$ cat src/rtl/uart_pkg.sv
// Shared definitions for the UART port controller: register offsets, STATUS/CTRL
// bit positions and the TX launcher state encoding.
package uart_pkg;

  localparam logic [15:0] OFF_DATA   = 16'd0;
  localparam logic [15:0] OFF_STATUS = 16'd1;
  localparam logic [15:0] OFF_CTRL   = 16'd2;
  localparam logic [15:0] OFF_COUNT  = 16'd3;

  localparam int ST_RX_NEMPTY = 0;
  localparam int ST_TX_NFULL  = 1;
  localparam int ST_FERR      = 2;
  localparam int ST_PERR      = 3;
  localparam int ST_RX_OVF    = 4;
  localparam int ST_TX_OVF    = 5;
  localparam int ST_TX_IDLE   = 6;

  localparam int CT_IE_RX_NEMPTY = 0;
  localparam int CT_IE_TX_NFULL  = 1;
  localparam int CT_IE_ERR       = 2;
  localparam int CT_IE_TX_EMPTY  = 3;
  localparam int CT_LOOPBACK     = 4;

  typedef enum logic [1:0] {
    TX_IDLE_S = 2'd0,
    TX_LOAD_S = 2'd1,
    TX_BUSY_S = 2'd2
  } tx_state_t;

endpackage

$ cat src/rtl/uart_sync_fifo.sv
// Single-clock FIFO with head-of-queue read data. A push while full is ignored
// (fullness is judged before any same-cycle pop); a pop while empty is ignored.
module uart_sync_fifo #(
  parameter int DATA_W = 8,
  parameter int DEPTH  = 16
) (
  input  logic                       clk,
  input  logic                       reset,
  input  logic                       push,
  input  logic                       pop,
  input  logic [DATA_W-1:0]          wdata,
  output logic [DATA_W-1:0]          rdata,
  output logic                       full,
  output logic                       empty,
  output logic [$clog2(DEPTH):0]     count
);

  localparam int AW = $clog2(DEPTH);
  localparam logic [AW-1:0] PTR_ONE = 1;
  localparam logic [AW:0]   CNT_ONE = 1;
  localparam logic [AW:0]   CNT_MAX = DEPTH[AW:0];

  logic [DATA_W-1:0] r_mem [DEPTH];
  logic [AW-1:0]     r_wr_ptr;
  logic [AW-1:0]     r_rd_ptr;
  logic [AW:0]       r_count;
  logic              w_push_ok;
  logic              w_pop_ok;

  assign full      = (r_count == CNT_MAX);
  assign empty     = (r_count == '0);
  assign count     = r_count;
  assign rdata     = r_mem[r_rd_ptr];
  assign w_push_ok = push & ~full;
  assign w_pop_ok  = pop & ~empty;

  always_ff @(posedge clk) begin
    if (w_push_ok) r_mem[r_wr_ptr] <= wdata;
  end

  // Pointers are AW bits wide, so they wrap modulo DEPTH on their own.
  always_ff @(posedge clk) begin
    if (reset) begin
      r_wr_ptr <= '0;
      r_rd_ptr <= '0;
      r_count  <= '0;
    end else begin
      if (w_push_ok) r_wr_ptr <= r_wr_ptr + PTR_ONE;
      if (w_pop_ok)  r_rd_ptr <= r_rd_ptr + PTR_ONE;
      case ({w_push_ok, w_pop_ok})
        2'b10:   r_count <= r_count + CNT_ONE;
        2'b01:   r_count <= r_count - CNT_ONE;
        default: r_count <= r_count;
      endcase
    end
  end

endmodule

$ cat src/rtl/uart_port_ctrl.sv
// Processor-port UART controller: RX/TX FIFOs, sticky status, interrupt and TX
// launcher. Optional loopback (CTRL[4]) is built only with UART_LOOPBACK_EN.
module uart_port_ctrl
  import uart_pkg::*;
#(
  parameter int          DATA_W    = 8,
  parameter int          DEPTH     = 16,
  parameter logic [15:0] BASE_ADDR = 16'h0000
) (
  input  logic              clk,
  input  logic              reset,
  input  logic [15:0]       port_id,
  input  logic [15:0]       out_port,
  input  logic              write_strobe,
  input  logic              read_strobe,
  output logic [15:0]       in_port,
  output logic              interrupt,
  input  logic              interrupt_ack,
  output logic [DATA_W-1:0] tx_data,
  output logic              tx_load,
  input  logic              tx_rdy,
  input  logic [DATA_W-1:0] rx_data,
  input  logic              rx_valid,
  input  logic              rx_ferr,
  input  logic              rx_perr
);

  localparam int CW = $clog2(DEPTH) + 1;

  logic              w_sel_data, w_sel_status, w_sel_ctrl, w_sel_count;
  logic              w_rx_push, w_rx_pop, w_rx_full, w_rx_empty;
  logic              w_tx_push, w_tx_pop, w_tx_full, w_tx_empty;
  logic [DATA_W-1:0] w_rx_wdata, w_rx_head, w_tx_head;
  logic [CW-1:0]     w_rx_count, w_tx_count;
  logic [15:0]       w_rx_cnt16, w_tx_cnt16;
  logic [7:0]        w_rx_cnt8, w_tx_cnt8;
  logic              w_lpbk, w_lb_drop, w_tx_idle, w_st_clr, w_err, w_irq_src;
  logic [15:0]       w_status, w_ctrl_rb;
  logic              w_unused_ok;

  tx_state_t         r_state, w_state_nxt;
  logic              r_busy_cnt;
  logic [DATA_W-1:0] r_tx_data;
  logic [3:0]        r_ien;
  logic              r_ferr, r_perr, r_rx_ovf, r_tx_ovf;
  logic              r_irq, r_irq_src_d;

  assign w_sel_data   = (port_id == BASE_ADDR + OFF_DATA);
  assign w_sel_status = (port_id == BASE_ADDR + OFF_STATUS);
  assign w_sel_ctrl   = (port_id == BASE_ADDR + OFF_CTRL);
  assign w_sel_count  = (port_id == BASE_ADDR + OFF_COUNT);
  assign w_unused_ok  = &{1'b0, out_port[15:4]};

  assign w_tx_push = write_strobe & w_sel_data;
  assign w_rx_pop  = read_strobe & w_sel_data;
  assign w_st_clr  = read_strobe & w_sel_status;

`ifdef UART_LOOPBACK_EN
  logic r_lpbk;
  logic w_lb_push;
  // A looped-back character colliding with a real rx_valid is lost and flagged as RX overflow.
  assign w_lb_push  = (r_state == TX_LOAD_S) & r_lpbk;
  assign w_rx_push  = rx_valid | w_lb_push;
  assign w_rx_wdata = rx_valid ? rx_data : w_tx_head;
  assign w_lb_drop  = rx_valid & w_lb_push;
  assign w_lpbk     = r_lpbk;
  always_ff @(posedge clk) begin
    if (reset)                          r_lpbk <= 1'b0;
    else if (write_strobe & w_sel_ctrl) r_lpbk <= out_port[CT_LOOPBACK];
  end
`else
  assign w_rx_push  = rx_valid;
  assign w_rx_wdata = rx_data;
  assign w_lb_drop  = 1'b0;
  assign w_lpbk     = 1'b0;
`endif

  uart_sync_fifo #(.DATA_W(DATA_W), .DEPTH(DEPTH)) u_rx_fifo (
    .clk(clk), .reset(reset), .push(w_rx_push), .pop(w_rx_pop), .wdata(w_rx_wdata),
    .rdata(w_rx_head), .full(w_rx_full), .empty(w_rx_empty), .count(w_rx_count)
  );

  uart_sync_fifo #(.DATA_W(DATA_W), .DEPTH(DEPTH)) u_tx_fifo (
    .clk(clk), .reset(reset), .push(w_tx_push), .pop(w_tx_pop), .wdata(out_port[DATA_W-1:0]),
    .rdata(w_tx_head), .full(w_tx_full), .empty(w_tx_empty), .count(w_tx_count)
  );

  always_comb begin
    w_state_nxt = r_state;
    w_tx_pop    = 1'b0;
    case (r_state)
      TX_IDLE_S: if (~w_tx_empty & tx_rdy) w_state_nxt = TX_LOAD_S;
      TX_LOAD_S: begin
        w_tx_pop    = 1'b1;
        w_state_nxt = TX_BUSY_S;
      end
      TX_BUSY_S: if (~tx_rdy | r_busy_cnt) w_state_nxt = TX_IDLE_S;
      default:   w_state_nxt = TX_IDLE_S;
    endcase
  end

  // tx_data is captured on entry to LOAD so it equals the head during LOAD and holds afterwards.
  always_ff @(posedge clk) begin
    if (reset) begin
      r_state    <= TX_IDLE_S;
      r_busy_cnt <= 1'b0;
      r_tx_data  <= '0;
    end else begin
      r_state    <= w_state_nxt;
      r_busy_cnt <= (r_state == TX_BUSY_S);
      if (r_state == TX_IDLE_S && w_state_nxt == TX_LOAD_S) r_tx_data <= w_tx_head;
    end
  end

  assign tx_load   = (r_state == TX_LOAD_S) & ~w_lpbk;
  assign tx_data   = r_tx_data;
  assign w_tx_idle = w_tx_empty & (r_state == TX_IDLE_S) & tx_rdy;

  // Sticky flags: a set in the same cycle as a STATUS read wins over the clear.
  always_ff @(posedge clk) begin
    if (reset) begin
      r_ferr   <= 1'b0;
      r_perr   <= 1'b0;
      r_rx_ovf <= 1'b0;
      r_tx_ovf <= 1'b0;
      r_ien    <= '0;
    end else begin
      r_ferr   <= (rx_valid & rx_ferr) | (r_ferr & ~w_st_clr);
      r_perr   <= (rx_valid & rx_perr) | (r_perr & ~w_st_clr);
      r_rx_ovf <= (w_rx_push & w_rx_full) | w_lb_drop | (r_rx_ovf & ~w_st_clr);
      r_tx_ovf <= (w_tx_push & w_tx_full) | (r_tx_ovf & ~w_st_clr);
      if (write_strobe & w_sel_ctrl) r_ien <= out_port[3:0];
    end
  end

  assign w_err     = r_ferr | r_perr | r_rx_ovf | r_tx_ovf;
  assign w_irq_src = (r_ien[CT_IE_RX_NEMPTY] & ~w_rx_empty) |
                     (r_ien[CT_IE_TX_NFULL]  & ~w_tx_full)  |
                     (r_ien[CT_IE_ERR]       & w_err)       |
                     (r_ien[CT_IE_TX_EMPTY]  & w_tx_idle);

  always_ff @(posedge clk) begin
    if (reset) begin
      r_irq_src_d <= 1'b0;
      r_irq       <= 1'b0;
    end else begin
      r_irq_src_d <= w_irq_src;
      if (w_irq_src & ~r_irq_src_d) r_irq <= 1'b1;
      else if (interrupt_ack)       r_irq <= 1'b0;
    end
  end

  assign interrupt = r_irq;

  assign w_rx_cnt16 = 16'(w_rx_count);
  assign w_tx_cnt16 = 16'(w_tx_count);
  assign w_rx_cnt8  = (w_rx_cnt16 > 16'd255) ? 8'hFF : w_rx_cnt16[7:0];
  assign w_tx_cnt8  = (w_tx_cnt16 > 16'd255) ? 8'hFF : w_tx_cnt16[7:0];

  assign w_status  = {9'b0, w_tx_idle, r_tx_ovf, r_rx_ovf, r_perr, r_ferr, ~w_tx_full, ~w_rx_empty};
  assign w_ctrl_rb = {11'b0, w_lpbk, r_ien};

  always_comb begin
    in_port = 16'h0000;
    if (w_sel_data && !w_rx_empty) in_port = 16'(w_rx_head);
    else if (w_sel_status)         in_port = w_status;
    else if (w_sel_ctrl)           in_port = w_ctrl_rb;
    else if (w_sel_count)          in_port = {w_rx_cnt8, w_tx_cnt8};
  end

endmodule

$ cat config.mk
export PLATFORM = sky130hd
export DESIGN_NAME = uart_port_ctrl
export DESIGN_NICKNAME = d
export VERILOG_FILES = /design/src/rtl/uart_pkg.sv /design/src/rtl/uart_sync_fifo.sv /design/src/rtl/uart_port_ctrl.sv
export SDC_FILE = /design/constraint.sdc
export NUM_CORES = 1
export LEC_CHECK = 0
export ABC_CLOCK_PERIOD_IN_PS = 4000
export CAP_MARGIN = 10
export CORE_MARGIN = 1.5
export CORE_UTILIZATION = 53
export CTS_CLUSTER_DIAMETER = 60
export CTS_CLUSTER_SIZE = 40
export DETAILED_ROUTE_END_ITERATION = 10
export PLACE_DENSITY = 0.76
export SLEW_MARGIN = 5
export SYNTH_ARGS = -nofsm -noshare
export SYNTH_HDL_FRONTEND = slang
export SYNTH_SLANG_ARGS = --single-unit
export TNS_END_PERCENT = 30
$ cat constraint.sdc
create_clock -name clk -period 4 [get_ports clk]
set_clock_uncertainty 0.1 [all_clocks]
set_input_delay 0.8 -clock clk [delete_from_list [all_inputs] [get_ports clk]]
set_output_delay 0.8 -clock clk [all_outputs]
set_load 0.02 [all_outputs]
==> key figures, run 1 <==
Run status
  • Status: finished clean

Worst setup path
  • Crit end category: output port
  • CP cell instances: clkdlybuf4s50_1 -> or4_4 -> or4_4 -> o21ai_0 -> dlygate4sd2_1
  • CP Max Fanout: 9
  • Worst path max stage delay: between 600 and 700 ps
  • CP Class: in -> out
  • Critical Path AT: roughly 3000 ps
  • Critical Path RT: approximately 3100 ps
  • Worst path most repeated cell: or4_4
  • Crit start category: input pin
  • CP max-delay cell: or4_4

Global route
  • First-pass GRT wire length: just under 40 mm
  • Vias in the first global route: between 6,000 and 7,000
  • Gr usage total: between 20% and 30%
  • Total gr overflow: 0
  • Largest net degree at the start of global routing: 36
  • Initial antenna violation count: 0

Final layout
  • Nets: 898
  • Filler instances: 1,651
  • Fin area: ~0.015 mm²
  • Syn-to-layout area delta: 16.6%
  • Register area: around 0.0087 mm²
  • Commonest cells after routing, fill and taps aside: 256 x edfxtp_1, 80 x mux4_2, 65 x nor2_1
  • Most common cell after layout, fill and taps aside: edfxtp_1
  • Multi-input logic area: between 0.003 and 0.004 mm²
  • Proportion of layout cells with a drive suffix above 1: approximately a quarter
  • # diodes: 0

Timing
  • Final Critical Period: about 3900 ps
  • Worst-margin pin slew: about 950 ps
  • Max-slew violations: 0
  • Setup WS post-layout: roughly 100 ps
  • Hold_ws: 370 ps
  • Max_slew headroom: a little under two fifths
  • Final Cycle Share: between 90% and 100%
  • Final Hold Fails: 0
  • TNS Setup: 0 ps
  • Final setup vio count: 0
  • FMAX: ~260 MHz
  • Unrepaired setup endpoints after global routing: false

Routing
  • Final wirelength: roughly 25 mm
  • Number of vias per cell: about 5.8
  • Routed WL per cell: around 22 µm
  • Vias: ~6,800
  • Violation count after the first detailed-route iteration: between 500 and 600
  • # DRC: 0
  • Remaining antenna violation count: 0
  • TritonRoute pass-1 iters: 6

Clock tree
  • CTS Buffer Depth: 3
  • Cts hold-fix bufs: 0
  • H-tree level count: 1
  • Worst-Skew Late Latency: 510 ps
  • Setup bufs post-CTS: 0
  • Num CTS Buffers: 20
  • Reg clk slew, reported paths: approximately 90 ps
  • CTS tree: done
  • Clock root buffer: clkbuf_16
  • Clock sink total: between 300 and 400

Logic synthesis
  • Top cell type by total area after synthesis: edfxtp_1
  • Post-synth top area share: approximately three fifths
  • Mapped Avg Cell Area: 17.3 µm²
  • Flops & latches, synth: between 300 and 400
  • Mapped Cells: roughly 730
  • Cell variety after synth: 60
  • Fraction of registers with async set/reset: 0%
  • Synth warn: 0
  • Synth Cell Area: about 0.013 mm²
  • Top_reg_cell synth: edfxtp_1
  • EDFF count, synth: between 200 and 300
  • Top cells by area, synth: edfxtp_1 61%, mux4_2 14%, dfxtp_1 8.1%
  • Post-synthesis sequential area ratio: between 60% and 70%

Power and ir drop
  • P_leak: 4.84 nW
  • Max IR drop VDD: 0.350 mV
  • PwrDens: between 400 and 500 mW/mm²
  • Total power: between 6 and 7 mW

Placement
  • PortBufs: 63
  • DP Worst Slack: -187 ps
  • Post-DP Area: ~0.014 mm²
  • Post-DP HPWL: roughly 17 mm
  • GP Congestion: between 0.8 and 0.9

Floorplanning
  • I/O pins: 75
  • Die ar.: ~0.025 mm²
  • Die height: between 150 and 200 µm
  • Chip width: 157 µm
  • Cell Rows: 56
  • Starting Density: 53.8%
  • Core area: 0.0234 mm²

Run
  • Max Cap Violations: 0

Hold path
  • Min-Delay Path Class: reg -> reg
-- kinds of logic (layout without fill, tap and decap cells) --
| kind of cell | after synthesis | after routing | synth area share [%] |
|---|---|---|---|
| and+or+nand+nor | 165 | 165 | 6.98 |
| other | 1 | 3 | 0.0298 |
| AOI/OAI and AO/OA | 68 | 68 | 3.71 |
| DFF | 307 | 307 | 69.1 |
| xor gates and xnor gates | 17 | 17 | 1.18 |
| muxes | 91 | 91 | 15.2 |
| adders and majority gates | 17 | 17 | 1.69 |
| buffers and inverters | 61 | 178 | 2.06 |
-- cells in the mapped netlist, types with 2 or more instances --
cell       number
o21ai_0        11
and2_1          6
nand3_1         7
nand4_1         6
and3_1          6
xnor2_1         5
nor4_4          2
buf_2           8
a22oi_1         7
buf_4           3
dfxtp_1        51
inv_1          15
a22o_1          9
o211ai_1        2
clkbuf_1       26
a21oi_1        16
edfxtp_1      256
mux2_2          4
a21boi_0        4
or2_2           2
nor2b_1         3
a32oi_1         2
mux4_2         80
or3b_2          4
nand2b_1       11
ha_1           17
a31oi_1         4
mux2i_1         7
nor3b_1         3
buf_1           6
or4_4           4
a2111oi_0       2
nand2_1        21
xor2_1         12
or4_1           3
nor2_1         65
nor3_1         14
-- worst paths after layout --
check	from	to	slack [ps]	depth (start not counted)
min reg2reg	r_state[0]	r_busy_cnt	370	1
min	r_state[0]	r_busy_cnt	370	1
max	port_id[6]	in_port[2]	100	5
max reg2reg	u_rx_fifo.count[1]	u_rx_fifo.count[4]	450	11
-- stage by stage --
step | util (%) | std cells
3_3_place_gp | 59.5 | 1129
4_1_cts | 62.8 | 1165
2_1_floorplan | - | 729
5_1_grt | 62.8 | 1165
6_report | 62.8 | 1165
3_5_place_dp | 59.5 | 1129
-- flip-flops by register name (all words and copies together) (netlist names), 5 cells and up, named ones only --
register	flops
u_rx_fifo.r_mem	128
u_tx_fifo.r_mem	128
tx_data	8
u_rx_fifo.count	5
u_tx_fifo.count	5
-- report_power, final --
| group | switching [mW] | internal, mW |
|---|---|---|
| logic | 0.111 | 0.0797 |
| registers | 0.0140 | 3.48 |
| clock network | 1.26 | 1.10 |
| total | 1.38 | 4.66 |
-- critical path, delay by kind of cell --
family                 cells  cell delay [ps]
AOI/OAI and AO/OA          1              220
and+or+nand+nor            2             1200
buffers and inverters      2              770
-- area by class of cell --
cell class	instances	area share [%]
sequential	307	59.3
multi-input combinational	361	24.8
timing repair buffer	126	7.51
clock buffer	22	3.60
tap	319	2.72
clock inverter	14	1.69
inverter	16	0.409
-- metal layers --
| metal | GRT usage (%) | part of all wire, % | vias up |
|---|---|---|---|
| met1 | 28.6 | 42 | 3474 |
| met3 | 2.29 | 3.9 | 29 |
| met4 | 4.04 | 1.5 | 0 |
| met5 | 0 | 0 | - |
| met2 | 37.4 | 53 | 193 |
| li1 | - | - | 3072 |
-- timing repair --
| action | CTS | global route |
|---|---|---|
| resized for setup | 12 | 1 |
| endpoints found under the hold margin | 0 | 0 |
| cloned | 0 | 0 |
| pin swaps | 1 | 0 |
| endpoints found under the setup margin | 12 | 1 |
(Power assumes the default switching activity.)
==> run 2: changes to the inputs <==
- TNS_END_PERCENT: 30 -> 1
==> results of run 2 <==
The final DEF is identical to that of run 1; final timing and power are the same.
==> run 3: changes to the inputs <==
- ABC_CLOCK_PERIOD_IN_PS: 4000 -> 3700
- CORE_UTILIZATION: 53 -> 59
- PLACE_DENSITY: 0.76 -> 0.8
- clock period: 4 -> 3.7 ns (I/O delays scaled with it)
==> run 3 against run 2 <==
Cell count shrank 3.3%. Global-route usage grew 2.6 points. Worst hold slack lost 2.8 ps. Combinational power grew 14%. Largest cell class unchanged. Highest routed layer unchanged. Setup slack lost 86 ps.
==> key figures, run 3 (synthesized netlist as in run 1, its figures left out) <==
Timing
  • Setup WS post-layout: 18.0 ps (-86.1 ps)
  • Unrepaired setup endpoints after global routing: true
  • Final setup vio count: 0 (unchanged)
  • Final Cycle Share: approximately 100%
  • Final Hold Fails: 0 (unchanged)
  • Max-slew violations: 0 (unchanged)
  • Max_slew headroom: 55.1% (+18 points)
  • Worst-margin pin slew: 673 ps (-275 ps)
  • FMAX: between 200 and 300 MHz
  • Final Critical Period: between 3000 and 4000 ps

Global route
  • Initial antenna violation count: 0 (unchanged)
  • Met3 GRT Util: 2.97% (+0.68 points)
  • Vias in the first global route: 7,200 (+3.4%)
  • Gr usage total: 23.7% (+2.6 points)
  • Met1 Track Usage GR: 33.2% (+4.5 points)
  • Largest net degree at the start of global routing: 42 (+17%)
  • First-pass GRT wire length: 40.0 mm (+1.5%)
  • Grt peak-use layer: met2
  • Met2 Use GR: 40.8% (+3.4 points)
  • Total gr overflow: 0 (unchanged)

Worst setup path
  • R2r worst-path depth: 10 (-1)
  • CP Max Fanout: 5 (-4)
  • Crit start category: input pin
  • Critical Path RT: 2860 ps (-240 ps)
  • R2R Setup Slk: 460 ps (about the same)
  • Reg2reg end: u_tx_fifo.count[3]
  • Worst reg2reg startpoint: u_tx_fifo.count[1]
  • Critical Path AT: 2840 ps (-160 ps)
  • Crit end category: output port
  • CP Class: in -> out

Routing
  • Remaining antenna violation count: 0 (unchanged)
  • Final wirelength: 25.6 mm (+1.8%)
  • Violation count after the first detailed-route iteration: 660 (+24%)
  • TritonRoute pass-1 iters: 5 (-1)
  • # DRC: 0 (unchanged)
  • Routed WL per cell: 22.7 µm (+5.2%)
  • Number of vias per cell: 6.15 (+5.8%)
  • Vias: 6,928 (+2.4%)

Final layout
  • Filler instances: 1,330 (-19%)
  • Cell Count, Final, Fillers Out: 1,127 (-3.3%)
  • Proportion of layout cells with a drive suffix above 1: 26.5% (+3.0 points)
  • Most common cell after layout, fill and taps aside: edfxtp_1
  • Nets: 904 (+0.67%)
  • Commonest cells after routing, fill and taps aside: 256 x edfxtp_1, 80 x mux4_2, 66 x buf_4
  • # diodes: 0 (unchanged)
  • Syn-to-layout area delta: 16.4%

Floorplanning
  • Core area: 0.0210 mm² (-10%)
  • Die height: 149 µm (-5.1%)
  • Starting Density: 60.1% (+6.3 points)
  • Die ar.: 0.0222 mm² (-10%)
  • Cell Rows: 53 (-5.4%)
  • Chip width: 149 µm (-5.1%)
  • I/O pins: 75 (unchanged)

Run
  • Max Cap Violations: 0 (unchanged)

Placement
  • Inst Count DP: 1,091 (-3.4%)
  • Post-DP HPWL: 17.7 mm (+3.5%)
  • PortBufs: 63 (unchanged)
  • DP Worst Slack: -341 ps (-154 ps)
  • GP Congestion: 0.887 (+1.5%)

Clock tree
  • Cts hold-fix bufs: 0 (unchanged)
  • CTS Buffer Depth: 3 (unchanged)
  • H-tree level count: 1 (unchanged)
  • CTS tree: done
  • Worst-Skew Late Latency: 520 ps (about the same)
  • Reg clk slew, reported paths: 80 ps (about the same)
  • Setup bufs post-CTS: 0 (unchanged)
  • Clock root buffer: clkbuf_16
  • Clock sink total: 307 (unchanged)
  • Num CTS Buffers: 20 (unchanged)

Power and ir drop
  • Max IR drop VDD: 0.458 mV (+31%)
  • PwrDens: 435 mW/mm² (+5.7%)
  • P_leak: 4.79 nW (-0.96%)
  • Total power: 6.37 mW (+5.5%)

Hold path
  • WHS Path Cells: 1 (unchanged)
  • Hold Path Origin: r_state[0]
  • Min-Delay Path Class: reg -> reg
  • Hold Path End: r_busy_cnt

Run status
  • Status: finished clean
run 3: where the power goes:
group | internal (mW) | switching (mW)
combinational | 0.0920 | 0.126
clock | 1.10 | 1.28
sequential | 3.76 | 0.0155
run 3: final cells by class:
class,count,area (µm²),share of cell area (%)
flip-flops and latches,307,8710,59.4
clock inverters,16,214,1.46
clock buffers,20,500,3.41
multi-input cells,361,3690,25.1
well taps,275,344,2.35
repair buffers,132,1150,7.85
inverters,16,60.1,0.409
run 3: critical path, stage by stage:
cell	delay (ps)
clkdlybuf4s50_1	400
or4_4	530
buf_4	170
nor4_4	330
and3_4	250
and2_1	120
clkdlybuf4s15_1	300
run 3: worst max-delay path by stage:
stage / startpoint / depth (start not counted) / endpoint / slack [ps]
6_report: port_id[6] / 7 / in_port[9] / 20
5_1_grt: port_id[6] / 7 / in_port[9] / -70
4_1_cts: port_id[15] / 6 / in_port[12] / -220
3_5_place_dp: port_id[15] / 5 / in_port[6] / -340
3_3_place_gp: port_id[15] / 5 / in_port[0] / -280
2_1_floorplan: port_id[15] / 14 / u_tx_fifo.count[4] / -10
run 3: metrics by stage:
step / hold slack, ps / util, % / cell area [µm²] / TNS (ps)
2_1_floorplan: 329 / - / 12700 / -14.6
3_3_place_gp: 347 / 66.7 / 14000 / -3650
3_5_place_dp: 357 / 66.7 / 14000 / -4790
4_1_cts: 369 / 70.1 / 14700 / -228
5_1_grt: 403 / 70.0 / 14700 / -107
6_report: 367 / 70.0 / 14700 / 0
run 3: what timing repair did:
| action | 4_1_cts | 5_1_grt |
|---|---|---|
| pin swaps | 0 | 1 |
| endpoints found under the setup margin | 13 | 12 |
| resized for setup | 27 | 21 |
run 3: routing by layer:
metal | share of wire [%] | up-vias | routed length [µm]
li1 | - | 3090 | -
met1 | 41 | 3565 | 10400
met2 | 53 | 235 | 13500
met3 | 4.9 | 38 | 1240
met4 | 1.5 | 0 | 374
met5 | 0 | - | 0
